[src/rtl/exc_ctrl_pkg.sv]
// Shared types and constants for the exception/interrupt sequencer.
package exc_ctrl_pkg;

  localparam logic [31:0] EXC_VECTOR_DEF = 32'hBFC0_0380;

  typedef enum logic [4:0] {
    ExcInt  = 5'd0,
    ExcAdEL = 5'd4,
    ExcAdES = 5'd5,
    ExcSys  = 5'd8,
    ExcBp   = 5'd9,
    ExcRI   = 5'd10,
    ExcOv   = 5'd12
  } exc_code_e;

  // Field order matches the mem_exc bus, MSB first.
  typedef struct packed {
    logic ades;
    logic adel_d;
    logic bp;
    logic sys;
    logic ov;
    logic ri;
    logic adel_f;
  } exc_flags_t;

  typedef struct packed {
    logic        we;
    logic        bd;
    logic        exl;
    logic [4:0]  exc;
    logic [31:0] epc;
    logic [31:0] bva;
  } reg_error;

  typedef enum logic [1:0] {
    IDLE   = 2'd0,
    COMMIT = 2'd1,
    DRAIN  = 2'd2
  } exc_state_e;

endpackage

[src/rtl/intr_sync.sv]
// Per-bit flop-chain synchroniser; every stage clears on synchronous reset.
module intr_sync #(
  parameter int unsigned STAGES = 2,
  parameter int unsigned WIDTH  = 6
) (
  input  logic             clk,
  input  logic             rst,
  input  logic [WIDTH-1:0] raw,
  output logic [WIDTH-1:0] synced
);

  logic [WIDTH-1:0] sync_q [STAGES];

  always_ff @(posedge clk) begin
    if (rst) begin
      for (int i = 0; i < int'(STAGES); i++) sync_q[i] <= '0;
    end else begin
      sync_q[0] <= raw;
      for (int i = 1; i < int'(STAGES); i++) sync_q[i] <= sync_q[i-1];
    end
  end

  assign synced = sync_q[STAGES-1];

endmodule

[src/rtl/exc_ctrl.sv]
// Exception/interrupt sequencer driving CP0: arbitration, CP0 write, flush and PC redirect.
// Optional Count/Compare timer on hard_intr[5] enabled by defining EXC_TIMER_EN.
module exc_ctrl
  import exc_ctrl_pkg::*;
#(
  parameter logic [31:0] EXC_VECTOR   = EXC_VECTOR_DEF,
  parameter int unsigned SYNC_STAGES  = 2,
  parameter int unsigned FLUSH_CYCLES = 1
) (
  input  logic        clk,
  input  logic        rst,
  input  logic [5:0]  hw_int_raw,
  output logic [5:0]  hard_intr,
  input  logic [7:0]  intr_vect,
  input  logic [31:0] er_epc,
  input  logic        cur_bd,
  input  logic [4:0]  cur_exc,
  input  logic [31:0] cur_bva,
  input  logic        stall,
  input  logic        mem_valid,
  input  logic [31:0] mem_pc,
  input  logic        mem_bd,
  input  logic [6:0]  mem_exc,
  input  logic [31:0] mem_badva,
  input  logic        mem_eret,
  output reg_error    cp0w,
  output logic        flush,
  output logic        redir_valid,
  output logic [31:0] redir_pc,
  input  logic        tmr_we,
  input  logic [31:0] tmr_cmp
);

  localparam int unsigned CntW = (FLUSH_CYCLES > 1) ? $clog2(FLUSH_CYCLES) : 1;

  exc_state_e      state_q, state_d;
  logic [CntW-1:0] cnt_q, cnt_d;
  reg_error        cp0w_q, cp0w_d;
  logic            redir_valid_q, redir_valid_d;
  logic [31:0]     redir_pc_q, redir_pc_d;

  exc_flags_t flags;
  logic       accept;
  logic       is_exc;
  exc_code_e  code;
  logic [31:0] bva;

  assign flags  = exc_flags_t'(mem_exc);
  assign accept = (state_q == IDLE) && mem_valid && !stall &&
                  ((intr_vect != '0) || (mem_exc != '0) || mem_eret);
  assign is_exc = (intr_vect != '0) || (mem_exc != '0);

  // Fixed-priority pick; interrupts first, ERET only when nothing else is flagged.
  always_comb begin
    code = ExcInt;
    bva  = cur_bva;
    if (intr_vect != '0) begin
      code = ExcInt;
    end else if (flags.adel_f) begin
      code = ExcAdEL;
      bva  = mem_pc;
    end else if (flags.ri) begin
      code = ExcRI;
    end else if (flags.ov) begin
      code = ExcOv;
    end else if (flags.sys) begin
      code = ExcSys;
    end else if (flags.bp) begin
      code = ExcBp;
    end else if (flags.adel_d) begin
      code = ExcAdEL;
      bva  = mem_badva;
    end else if (flags.ades) begin
      code = ExcAdES;
      bva  = mem_badva;
    end
  end

  always_comb begin
    state_d       = state_q;
    cnt_d         = cnt_q;
    cp0w_d        = '0;
    redir_valid_d = 1'b0;
    redir_pc_d    = 32'h0;
    unique case (state_q)
      IDLE: begin
        if (accept) begin
          state_d       = COMMIT;
          cp0w_d.we     = 1'b1;
          redir_valid_d = 1'b1;
          if (is_exc) begin
            cp0w_d.bd  = mem_bd;
            cp0w_d.exl = 1'b1;
            cp0w_d.exc = code;
            cp0w_d.epc = mem_bd ? (mem_pc - 32'd4) : mem_pc;
            cp0w_d.bva = bva;
            redir_pc_d = EXC_VECTOR;
          end else begin
            cp0w_d.bd  = cur_bd;
            cp0w_d.exl = 1'b0;
            cp0w_d.exc = cur_exc;
            cp0w_d.epc = er_epc;
            cp0w_d.bva = cur_bva;
            redir_pc_d = er_epc;
          end
        end
      end
      COMMIT: begin
        if (FLUSH_CYCLES > 1) begin
          state_d = DRAIN;
          cnt_d   = CntW'(FLUSH_CYCLES - 2);
        end else begin
          state_d = IDLE;
        end
      end
      DRAIN: begin
        if (cnt_q == '0) state_d = IDLE;
        else             cnt_d   = cnt_q - 1'b1;
      end
      default: state_d = IDLE;
    endcase
  end

  always_ff @(posedge clk) begin
    if (rst) begin
      state_q       <= IDLE;
      cnt_q         <= '0;
      cp0w_q        <= '0;
      redir_valid_q <= 1'b0;
      redir_pc_q    <= 32'h0;
    end else begin
      state_q       <= state_d;
      cnt_q         <= cnt_d;
      cp0w_q        <= cp0w_d;
      redir_valid_q <= redir_valid_d;
      redir_pc_q    <= redir_pc_d;
    end
  end

  assign cp0w        = cp0w_q;
  assign flush       = (state_q != IDLE);
  assign redir_valid = redir_valid_q;
  assign redir_pc    = redir_pc_q;

  logic [5:0] synced;

  intr_sync #(
    .STAGES(SYNC_STAGES),
    .WIDTH (6)
  ) u_intr_sync (
    .clk   (clk),
    .rst   (rst),
    .raw   (hw_int_raw),
    .synced(synced)
  );

`ifdef EXC_TIMER_EN
  logic [31:0] count_q, cmp_q;
  logic        tick_q, pend_q;

  always_ff @(posedge clk) begin
    if (rst) begin
      count_q <= 32'h0;
      // All-ones so the timer stays quiet until software programs Compare.
      cmp_q   <= 32'hFFFF_FFFF;
      tick_q  <= 1'b0;
      pend_q  <= 1'b0;
    end else begin
      tick_q <= ~tick_q;
      if (tick_q) count_q <= count_q + 32'd1;
      if (tmr_we) begin
        cmp_q  <= tmr_cmp;
        pend_q <= 1'b0;
      end else if (count_q == cmp_q) begin
        pend_q <= 1'b1;
      end
    end
  end

  assign hard_intr = {synced[5] | pend_q, synced[4:0]};
`else
  logic unused_tmr;
  assign unused_tmr = ^{tmr_we, tmr_cmp};
  assign hard_intr  = synced;
`endif

endmodule

[config.mk]
export PLATFORM = sky130hd
export DESIGN_NAME = exc_ctrl
export DESIGN_NICKNAME = d
export VERILOG_FILES = /design/src/rtl/exc_ctrl_pkg.sv /design/src/rtl/intr_sync.sv /design/src/rtl/exc_ctrl.sv
export SDC_FILE = /design/constraint.sdc
export NUM_CORES = 1
export LEC_CHECK = 0
export CORE_ASPECT_RATIO = 0.7
export CORE_MARGIN = 10
export CORE_UTILIZATION = 36
export CTS_CLUSTER_SIZE = 24
export DETAILED_ROUTE_END_ITERATION = 8
export GPL_ROUTABILITY_DRIVEN = 0
export PLACE_DENSITY = 0.93
export SLEW_MARGIN = 20
export SYNTH_ARGS = -nofsm -noshare
export SYNTH_HDL_FRONTEND = slang
export SYNTH_SLANG_ARGS = --single-unit
[constraint.sdc]
create_clock -name clk -period 2.4 [get_ports clk]
set_clock_uncertainty 0.1 [all_clocks]
set_input_delay 0.36 -clock clk [delete_from_list [all_inputs] [get_ports clk]]
set_output_delay 0.36 -clock clk [all_outputs]
set_load 0.05 [all_outputs]
==> results.py <==
metrics = {
    "sta": {
        "post-route-period-util_pct": 90.0,
        "fin_crit_ps": 2160,
        "drv_slew": 0,
        "maxSlewHeadroom_pct": 57.9,
        "timing.fmax_mhz": 463,
        "setup_viol": 0,
        "worst_slew_pin_slew_ps": 631,
        "hold_ws_ps": 330,
        "rsz0062_at_grt": "no",
        "final-hold-violation-count": 0,
        "tns_ps": 0,
    },
    "pwr": {
        "irDropWorstVdd_uv": 465,
        "p_leak_nw": 3.57,
        "cellPowerDensity_nw_per_um2": 621,
        "total_power_w": 0.00534,
    },
    "worst_setup_path": {
        "startpoint_type": "primary input",
        "rrSetupSlack_ps": 620,
        "cp_slowest_stage_delay_ps": 500,
        "cp.buffers_inverters": 3,
        "cpMaxStageDelayCell": "nor4_1",
        "reg2reg_depth": 6,
        "cp_top_family": "simple AND/OR/NAND/NOR gates",
        "crit_chain": "clkdlybuf4s50_1 -> nor4_1 -> nand2_1 -> nor2_4 -> buf_12 -> buf_4 -> nor2_1 -> a211oi_1",
        "critPathArrivalTime_ps": 2350,
        "cp_max_fo": 19,
        "crit_required_ps": 2590,
        "r2r_start": "state_q[0]",
        "setup.worst_path.class": "in2reg",
        "worstSetupEndpointType": "flip-flop",
        "reg2reg_to": "cp0w[36]",
        "crit_start": "intr_vect[5]",
    },
    "drt": {
        "first_pass_iters": 4,
        "drtIter0Drc": 198,
        "wl_per_cell_microns": 20.8,
        "ant_nets": 0,
        "drt-total-wl_microns": 20100,
        "drcViolationCount": 0,
        "vias_per_cell": 4.90,
        "dr_total_vias": 4738,
    },
    "clock_network": {
        "cts_hold_buf": 0,
        "cts_tree": "yes",
        "cts_made_buffers": 17,
        "post_cts_buffers": 0,
        "ctsResizeCount": 0,
        "cts.path.max_buffers": 2,
        "clkTransAtPathRegs_ps": 50,
        "root_buffer": "clkbuf_16",
        "htreeDepth": 4,
        "clkLatencyLatePin_ps": 390,
        "cts.sinks": 117,
    },
    "synthesis": {
        "synth_fp_nets": 658,
        "ys_warn_count": 0,
        "netlist.area_leader.share_pct": 50.5,
        "synth_area_leader_cell": "dfxtp_1",
        "netlist_instances": 463,
        "mappedNetlistArea_sq_um": 4640,
        "synth_area_leaders": "dfxtp_1 50%, mux2i_1 7.1%, a211oi_1 5.8%",
        "synth_seq_cells": 117,
        "avgSynthCellArea_sq_um": 10.0,
        "ys_seq_area_share_pct": 50.5,
        "ys_types": 48,
    },
    "die": {
        "fp.dieArea_sq_um": 17900,
        "io_pins": 306,
        "die_h_microns": 115,
        "row_count": 34,
        "coreArea_sq_um": 12500,
        "die-width_microns": 156,
        "initial_core_util_pct": 37.1,
    },
    "run_status": {
        "status": "complete, no violations",
    },
    "worst_hold_path": {
        "hp-class": "reg2reg",
        "whs_path_depth": 1,
        "hp-start": "u_intr_sync.sync_q[0][0]",
        "hold_end": "u_intr_sync.sync_q[0][6]",
    },
    "placed_design": {
        "dp.cells": 935,
        "port_buffers": 272,
        "placed_cell_area_sq_um": 8020,
        "hpwl_microns": 16500,
    },
    "flow_run": {
        "cap_violations": 0,
    },
    "final_layout": {
        "final_cells": 967,
        "drive_gt1_share_pct": 14.8,
        "area_growth_pct": 85.4,
        "diodes": 0,
        "final_area_sq_um": 8600,
        "nets": 987,
    },
    "global_routing": {
        "grt_pass1_wl_microns": 30000,
        "grt_pass1_vias": 5108,
        "grt_max_degree": 36,
        "antenna_found_initial": 0,
        "grt_remaining_overflow": 0,
        "grt_usage_pct": 21.8,
    },
}
==> layout make-up <==
| cell class | count | area (sq um) |
|---|---|---|
| fill | 907 | 3910 |
| timing repair buffer | 339 | 3310 |
| sequential | 117 | 2340 |
| multi-input combinational | 311 | 2140 |
| clock buffer | 24 | 482 |
| tap | 162 | 203 |
| clock inverter | 8 | 98.8 |
| inverter | 6 | 22.5 |
==> cell usage in the layout, fill, tap and decap left out, types with 16 or more instances in the layout <==
cell type	synthesis	routed
a211oi_1	36	36
a21o_1	16	16
and2_1	22	22
buf_4	7	60
clkbuf_16	0	17
clkdlybuf4s50_1	0	271
dfxtp_1	117	117
mux2i_1	33	33
nand2_1	33	33
nor2_1	57	57
xnor2_1	19	19
==> cells in the mapped netlist, drive strengths merged <==
cell type	number
dfxtp	117
nor2	58
a211oi	36
nand2	34
mux2i	33
and2	23
xnor2	19
a21o	16
buf	15
nor4	15
clkbuf	14
nor2b	13
nor3	9
a21boi	8
xor2	7
nand4	6
inv	5
a21oi	4
o21ai	4
or2	4
nand3	3
a22o	2
a311oi	2
nor4b	2
o21bai	2
or3	2
or4	2
a31o	1
and3	1
and3b	1
clkinv	1
ha	1
nand2b	1
o31ai	1
or4b	1
==> worst reg2reg max path, stage by stage (launching register included) <==
cell and delay, ps:
dfxtp_1 330, nor4b_2 370, buf_4 190, o21ai_4 70, buf_12 160, buf_12 140
a311oi_1 290
==> registers in the layout, indices dropped and copies added, names as in the netlist <==
register,flops
u_intr_sync.sync_q,12
cp0w,71
redir_pc,32
state_q,1
redir_valid,1
==> how the worst max path moves through the flow <==
stage	depth (start not counted)	endpoint
after CTS	6	cp0w[62]
final	8	cp0w[13]
after global routing	8	cp0w[62]
after floorplan	7	cp0w[64]
after detailed placement	6	cp0w[62]
after global placement	6	cp0w[62]
==> layer usage <==
metal / GRT usage, % / vias up / share of wire [%]
li1: - / 2267 / -
met1: 24.7 / 2234 / 40
met2: 37.1 / 220 / 48
met3: 9.78 / 17 / 11
met4: 5.10 / 0 / 0.91
met5: 0 / - / 0
==> power breakdown <==
group / internal [W] / leakage, nW / switching, W / total (W)
logic: 0.000438 / 2.34 / 0.000410 / 0.000848
registers: 0.00200 / 0.953 / 0.0000150 / 0.00201
clock network: 0.00161 / 0.280 / 0.000871 / 0.00248
==> metrics by stage <==
stage	worst slack (ps)	util, %
2_1_floorplan	395	-
5_1_grt	162	68.8
3_3_place_gp	-176	64.1
6_report	240	68.8
3_5_place_dp	-179	64.1
4_1_cts	229	68.8
==> cells by family (layout without fill, tap and decap cells) <==
group,count (synthesis),count (layout),synth area share [%]
simple gates,175,175,21.5
flops,117,117,50.5
compound gates,76,76,12.1
buf+inv,35,377,3.61
mux,33,33,7.12
xor+xnor,26,26,4.91
fa+ha+maj,1,1,0.270
Power figures use the tool's default switching activity.
